===== src/rtl/fpga_cfg_pkg.sv =====
// Shared fixed-point and shared-math-unit configuration.
// Imported by the exp LUT arbiter and its tag FIFO.
package fpga_cfg_pkg;

    localparam int FP_WIDTH          = 32;
    localparam int QFRAC             = 16;
    localparam int EXP_ARB_N_REQ     = 4;
    localparam int EXP_ARB_TAG_DEPTH = 4;

    typedef logic [$clog2(EXP_ARB_N_REQ)-1:0] req_id_t;

endpackage


===== src/rtl/rr_tag_fifo.sv =====
// In-order tag FIFO for shared math units (exp, div, sqrt).
// Pointers carry one extra wrap bit so full and empty are distinguishable.
module rr_tag_fifo
    import fpga_cfg_pkg::*;
#(
    parameter type T     = req_id_t,
    parameter int  DEPTH = EXP_ARB_TAG_DEPTH
) (
    input  logic i_clk,
    input  logic i_rst,
    input  logic i_push,
    input  T     i_din,
    input  logic i_pop,
    output T     o_dout,
    output logic o_full,
    output logic o_empty
);

    localparam int AW = $clog2(DEPTH);

    logic [AW:0] r_wr;
    logic [AW:0] r_rd;
    T            r_mem [DEPTH];

    assign o_empty = (r_wr == r_rd);
    assign o_full  = (r_wr[AW] != r_rd[AW]) &&
                     (r_wr[AW-1:0] == r_rd[AW-1:0]);
    assign o_dout  = r_mem[r_rd[AW-1:0]];

    always_ff @(posedge i_clk or posedge i_rst) begin
        if (i_rst) begin
            r_wr <= '0;
            r_rd <= '0;
        end else begin
            if (i_push) r_wr <= r_wr + 1'b1;
            if (i_pop)  r_rd <= r_rd + 1'b1;
        end
    end

    always_ff @(posedge i_clk) begin
        if (i_push) r_mem[r_wr[AW-1:0]] <= i_din;
    end

    a_no_overflow: assert property (@(posedge i_clk) disable iff (i_rst)
        !(i_push && o_full && !i_pop));
    a_no_underflow: assert property (@(posedge i_clk) disable iff (i_rst)
        !(i_pop && o_empty));

endmodule


===== src/rtl/exp_lut_arbiter.sv =====
// Round-robin arbiter sharing one exp LUT unit between N_REQ requesters.
// Issued requester IDs are queued in order so each result returns to its owner.
module exp_lut_arbiter
    import fpga_cfg_pkg::*;
#(
    parameter int WIDTH     = FP_WIDTH,
    parameter int N_REQ     = EXP_ARB_N_REQ,
    parameter int TAG_DEPTH = EXP_ARB_TAG_DEPTH
) (
    input  logic                   clk,
    input  logic                   rst,
    input  logic [N_REQ-1:0]       req_valid,
    output logic [N_REQ-1:0]       req_ready,
    input  logic [N_REQ*WIDTH-1:0] req_a,
    output logic                   exp_valid,
    input  logic                   exp_ready,
    output logic [WIDTH-1:0]       exp_a,
    input  logic                   exp_res_valid,
    output logic                   exp_res_ready,
    input  logic [WIDTH-1:0]       exp_result,
    output logic [N_REQ-1:0]       rsp_valid,
    input  logic [N_REQ-1:0]       rsp_ready,
    output logic [WIDTH-1:0]       rsp_data,
    output logic                   busy,
    output logic [31:0]            stall_cnt
);

    localparam int IDW = $clog2(N_REQ);
    typedef logic [IDW-1:0] id_t;

    id_t              r_ptr;
    id_t              r_lock_g;
    logic             r_lock;
    logic [WIDTH-1:0] r_lock_a;
    logic [31:0]      r_stall;

    id_t              w_idx;
    id_t              w_cand;
    id_t              w_grant;
    id_t              w_head;
    logic             w_found;
    logic             w_full;
    logic             w_empty;
    logic             w_push;
    logic             w_pop;
    logic             w_issue_ok;
    logic             w_stall;
    logic [WIDTH-1:0] w_opd [N_REQ];

    for (genvar i = 0; i < N_REQ; i++) begin : g_opd
        assign w_opd[i] = req_a[i*WIDTH +: WIDTH];
    end

    // First valid requester at or after r_ptr, wrapping.
    always_comb begin
        w_found = 1'b0;
        w_cand  = '0;
        w_idx   = '0;
        for (int k = 0; k < N_REQ; k++) begin
            w_idx = id_t'((int'(r_ptr) + k) % N_REQ);
            if (!w_found && req_valid[w_idx]) begin
                w_found = 1'b1;
                w_cand  = w_idx;
            end
        end
    end

    assign w_pop      = exp_res_valid && exp_res_ready;
    assign w_issue_ok = !w_full || w_pop;
    assign w_grant    = r_lock ? r_lock_g : w_cand;
    assign exp_valid  = !rst && (r_lock || (w_found && w_issue_ok));
    assign exp_a      = r_lock ? r_lock_a : w_opd[w_cand];
    assign w_push     = exp_valid && exp_ready;
    assign w_stall    = exp_valid && !exp_ready;
    assign req_ready  = w_push ? (N_REQ'(1) << w_grant) : '0;

    assign exp_res_ready = !w_empty && rsp_ready[w_head];
    assign rsp_valid     = (exp_res_valid && !w_empty) ?
                           (N_REQ'(1) << w_head) : '0;
    assign rsp_data      = exp_result;
    assign busy          = !w_empty;
    assign stall_cnt     = r_stall;

    always_ff @(posedge clk or posedge rst) begin
        if (rst) begin
            r_ptr    <= '0;
            r_lock   <= 1'b0;
            r_lock_g <= '0;
            r_lock_a <= '0;
            r_stall  <= '0;
        end else begin
            if (w_push) begin
                r_ptr <= (w_grant == id_t'(N_REQ-1)) ? '0 : w_grant + 1'b1;
            end
            r_lock <= w_stall;
            if (w_stall) begin
                r_lock_g <= w_grant;
                r_lock_a <= exp_a;
                if (r_stall != '1) r_stall <= r_stall + 32'd1;
            end
        end
    end

    rr_tag_fifo #(
        .T     (id_t),
        .DEPTH (TAG_DEPTH)
    ) u_tags (
        .i_clk   (clk),
        .i_rst   (rst),
        .i_push  (w_push),
        .i_din   (w_grant),
        .i_pop   (w_pop),
        .o_dout  (w_head),
        .o_full  (w_full),
        .o_empty (w_empty)
    );

    a_hold: assert property (@(posedge clk) disable iff (rst)
        w_stall |=> ($stable(exp_a) && $stable(w_grant)));
    a_rsp_onehot0: assert property (@(posedge clk) disable iff (rst)
        $onehot0(rsp_valid));
    a_res_no_tag: assert property (@(posedge clk) disable iff (rst)
        !(exp_res_valid && w_empty));

endmodule

===== config.mk =====
export PLATFORM = sky130hd
export DESIGN_NAME = exp_lut_arbiter
export DESIGN_NICKNAME = d
export VERILOG_FILES = /design/src/rtl/fpga_cfg_pkg.sv /design/src/rtl/rr_tag_fifo.sv /design/src/rtl/exp_lut_arbiter.sv
export SDC_FILE = /design/constraint.sdc
export NUM_CORES = 1
export LEC_CHECK = 0
export CAP_MARGIN = 10
export CORE_AREA = 5 5 122 124
export DETAILED_ROUTE_END_ITERATION = 12
export DIE_AREA = 0 0 127 129
export DONT_BUFFER_PORTS = 1
export HOLD_SLACK_MARGIN = 0.15
export PLACE_DENSITY = 0.63
export SYNTH_ARGS = -nofsm -noshare
export SYNTH_HDL_FRONTEND = slang
export SYNTH_SLANG_ARGS = --single-unit
export TNS_END_PERCENT = 20

===== constraint.sdc =====
create_clock -name clk -period 8.8 [get_ports clk]
set_clock_uncertainty 0.15 [all_clocks]
set_input_delay 1.32 -clock clk [delete_from_list [all_inputs] [get_ports clk]]
set_output_delay 1.32 -clock clk [all_outputs]
set_load 0.005 [all_outputs]

==> results.md <==
Yosys:
- The number of synthesized register bits is 83.
- The share of flip-flops with an asynchronous set or reset after synthesis is 90.4%.
- The total number of yosys warnings is 0.
- In this run, synthesis inferred 8 flip-flops with an integrated enable.
- The main flop type after synthesis is sky130_fd_sc_hd__dfrtp_1.
- The number of different library cells in the post-synthesis netlist is 43.
- The cell area that synthesis handed to floorplanning was 0.00531 mm².
- The post-synthesis area per instance is 7.74 µm².
- The net count after synthesis is 868.
- The proportion of synthesized chip area in sequential cells is 39.9%.
- The cell count after synthesis is 686.

Detailed routing:
- The number of remaining DRC errors is 0.
- The final route contains 4540 vias.
- The number of antenna-violating nets in the routed design is 0.
- In this run, the number of DRC markers left after iteration 0 of detailed routing was 252.
- The first-pass detailed-route iteration total is 5.
- After detailed routing, the average wire length per cell comes to 19.0 µm.
- Dividing the detail-routed via count by the number of cells gives 5.55.
- Summed over all layers, the routed wires come to 15500 µm.

Global routing:
- Entering global routing, the biggest net connects 72 pins.
- The first-pass GRT wire length is 24300 µm.
- The initial antenna violation count came to 0.
- Global routing consumed, over all layers together, 18.8% of the routing resources.
- The total overflow left after global routing is 0.
- The via count of the first global-routing pass is 4501.

Power:
- Summed over all cells, the static leakage comes to 2.47 nW.
- For this design the ratio of total power to cell area is 331 mW/mm².
- The peak ir drop on the vdd network is 0.000115 V.

Setup path:
- The worst register-to-register path has a setup slack of 5.34 ns.
- The critical path capture point type is an output pin.
- Data on the critical path arrives at its endpoint at 3.51 ns.
- Of all nets on the critical path, the largest fanout is 47.
- The startpoint type of the worst setup path is an input pin.
- The setup path with the least slack is of type input pin to output pin.
- The required time of the critical path is 7.33 ns.

Status:
- The run finished with clean final reports.

Timing:
- The time the worst path needs with I/O delays and setup is 4.98 ns.
- Measured against its own limit, the worst slew margin works out to 23.3%.
- The share of the cycle needed by the critical path after routing is 56.6%.
- At the pin with the least slew margin, the transition time is 1.15 ns.
- The maximum frequency from static timing analysis is 0.201 GHz.
- For the final routed database, the setup TNS stands at 0 ns.
- The final-report hold violation count is 0.
- Setup violations remaining at the end of the flow were counted as 0.
- Setup repair after global routing left no endpoint under its margin.
- The number of slew-limit violations in the final report is 0.

Clocking:
- The clock transition time at the flip-flop clock pins of the worst setup and hold paths is 0.06 ns.
- The number of H-tree levels is 3.
- The longest clock path from root to sink contains 2 buffers.
- TritonCTS built the clock tree.
- The tree built by TritonCTS fans out to 83 sinks.
- The clock reaches the later pin of the worst-skew pair after 0.35 ns.
- Counting the buffers created by CTS gives 9.
- The cell at the root of the clock tree is sky130_fd_sc_hd__clkbuf_16.
- The buffers inserted during post-CTS setup optimization is 0.
- The count of instances resized after the clock tree is built is 0.
- The number of hold buffers added after CTS was 0.

Cells and area:
- The number of non-filler instances in the completed layout is 818.
- The final layout contains 815 nets.
- In the layout the commonest cells are sky130_fd_sc_hd__nand2_1 (212), sky130_fd_sc_hd__nand3_1 (112), sky130_fd_sc_hd__dfrtp_1 (75).
- Leaving out fill and tap cells, the most frequent cell in the layout is sky130_fd_sc_hd__nand2_1.
- Relative to the synthesized area, the layout overhead comes to 3.63%.
- The repair_antennas step left the layout with diodes totalling 0.
- The final non-filler cell area is 0.00550 mm².
- The post-route netlist has 6.11% of its cells at a drive strength greater than 1.

Placed design:
- Counting tap cells, the placed design contains a total of 802 instances.
- Detailed placement finished with a half-perimeter wire length of 11800 µm.
- After detailed placement, the total cell area comes to 0.00522 mm².
- Input and output buffers added on the ports amount to 0.
- The congestion estimate from routability-driven global placement came to 0.857.

Die:
- The floorplan has 43 rows.
- The die is 129 µm tall.
- The placeable core region is 0.0137 mm².
- The die covers 0.0164 mm².
- The width of the chip is 127 µm.
- For this configuration, the core starts out at a cell density of 38.8%.
- 279 I/O pins were placed.

Worst hold path:
- The worst hold path belongs to the class flip-flop to flip-flop.

Job:
- The max capacitance violation total is 0.
==> Yosys cell counts (2+ instances only) <==
cell                       count  area [µm²]
sky130_fd_sc_hd__xnor2_1      25         219
sky130_fd_sc_hd__inv_1         8        30.0
sky130_fd_sc_hd__and3_1        8        50.1
sky130_fd_sc_hd__or3_1         2        12.5
sky130_fd_sc_hd__nor3_2        6        60.1
sky130_fd_sc_hd__edfxtp_1      8         240
sky130_fd_sc_hd__nand2_1     212         796
sky130_fd_sc_hd__o31ai_1       2        15.0
sky130_fd_sc_hd__buf_1         8        30.0
sky130_fd_sc_hd__nand3_1     112         561
sky130_fd_sc_hd__buf_4        33         248
sky130_fd_sc_hd__clkbuf_1     25        93.8
sky130_fd_sc_hd__xor2_1       14         123
sky130_fd_sc_hd__nand4_1      10        62.6
sky130_fd_sc_hd__nor3_1        5        25.0
sky130_fd_sc_hd__buf_2         4        20.0
sky130_fd_sc_hd__a21oi_1       6        30.0
sky130_fd_sc_hd__nor2_1       44         165
sky130_fd_sc_hd__and2_1       10        62.6
sky130_fd_sc_hd__o21ai_0       2        10.0
sky130_fd_sc_hd__ha_1         10         125
sky130_fd_sc_hd__a31oi_1      32         200
sky130_fd_sc_hd__mux2i_1       3        30.0
sky130_fd_sc_hd__mux4_2        2        45.0
sky130_fd_sc_hd__nor4_1        2        12.5
sky130_fd_sc_hd__dfrtp_1      75        1880
sky130_fd_sc_hd__mux2_2        2        22.5
==> worst max-delay path: stages <==
cell and delay (ns):
sky130_fd_sc_hd__clkinv_2 0.36, sky130_fd_sc_hd__buf_4 0.58, sky130_fd_sc_hd__a2bb2oi_1 0.26, sky130_fd_sc_hd__a21boi_1 0.68, sky130_fd_sc_hd__and2_1 0.25
==> sequential cells by signal, indices dropped and copies added (netlist names) <==
name and count:
r_lock_a 32, u_tags.r_mem 8, r_lock 1, u_tags.r_rd 3, r_ptr 2, stall_cnt 32, u_tags.r_wr 3, r_lock_g 2
==> final cells by class <==
type                            instances  area [µm²]
Clock buffer                            9         225
Clock inverter                          7        58.8
Fill cell                            1435        8170
Inverter                                8        31.3
Multi-Input combinational cell        524        2790
Sequential cell                        83        2120
Tap cell                              180         225
Timing Repair Buffer                    7        52.6
==> kinds of logic (layout without fill, tap and decap cells) <==
| group | after synthesis | count (layout) | synth area share, % |
|---|---|---|---|
| AOI/OAI and AO/OA | 51 | 51 | 6.29 |
| xor gates and xnor gates | 39 | 39 | 6.44 |
| adders and majority gates | 10 | 10 | 2.36 |
| buffers and inverters | 79 | 31 | 8.16 |
| DFF | 83 | 83 | 39.9 |
| muxes | 8 | 8 | 2.10 |
| and+or+nand+nor | 416 | 416 | 34.8 |
==> power breakdown <==
group	total [W]	internal, W	switching, W
Sequential	0.000617	0.000514	0.000103
Clock	0.000362	0.000196	0.000166
Combinational	0.000843	0.000286	0.000558
Total	0.00182	0.000996	0.000827
==> worst paths after layout <==
check | startpoint | to | depth (start not counted)
min in group asynchronous | rst | u_tags.r_wr[0]$_DFFE_PP0P_ | 1
min reg2reg | stall_cnt[9]$_DFFE_PP0P_ | stall_cnt[9]$_DFFE_PP0P_ | 1
max reg2reg | u_tags.r_rd[0]$_DFFE_PP0P_ | stall_cnt[22]$_DFFE_PP0P_ | 9
min | stall_cnt[9]$_DFFE_PP0P_ | stall_cnt[9]$_DFFE_PP0P_ | 1
max | rst | req_ready[2] | 5
max in group asynchronous | rst | stall_cnt[1]$_DFFE_PP0P_ | 2
==> through the flow <==
step	util [%]	worst slack (ns)	hold slack, ns	power [W]
global placement	38.2	3.77	0.354	0.00144
detailed placement	38.2	3.68	0.357	0.00148
global route	40.2	3.38	0.376	0.00200
floorplan	-	3.13	0.328	0.00127
CTS	40.2	3.69	0.365	0.00185
finish	40.2	3.82	0.359	0.00182
==> metal layers <==
layer / GRT usage [%] / share of wire [%] / vias to the layer above
met5: 0 / 0 / -
met4: 4.73 / 1.1 / 0
met3: 8.97 / 11 / 14
met2: 31.0 / 48 / 218
met1: 22.4 / 40 / 2141
li1: - / - / 2167
(Power assumes the default switching activity.)
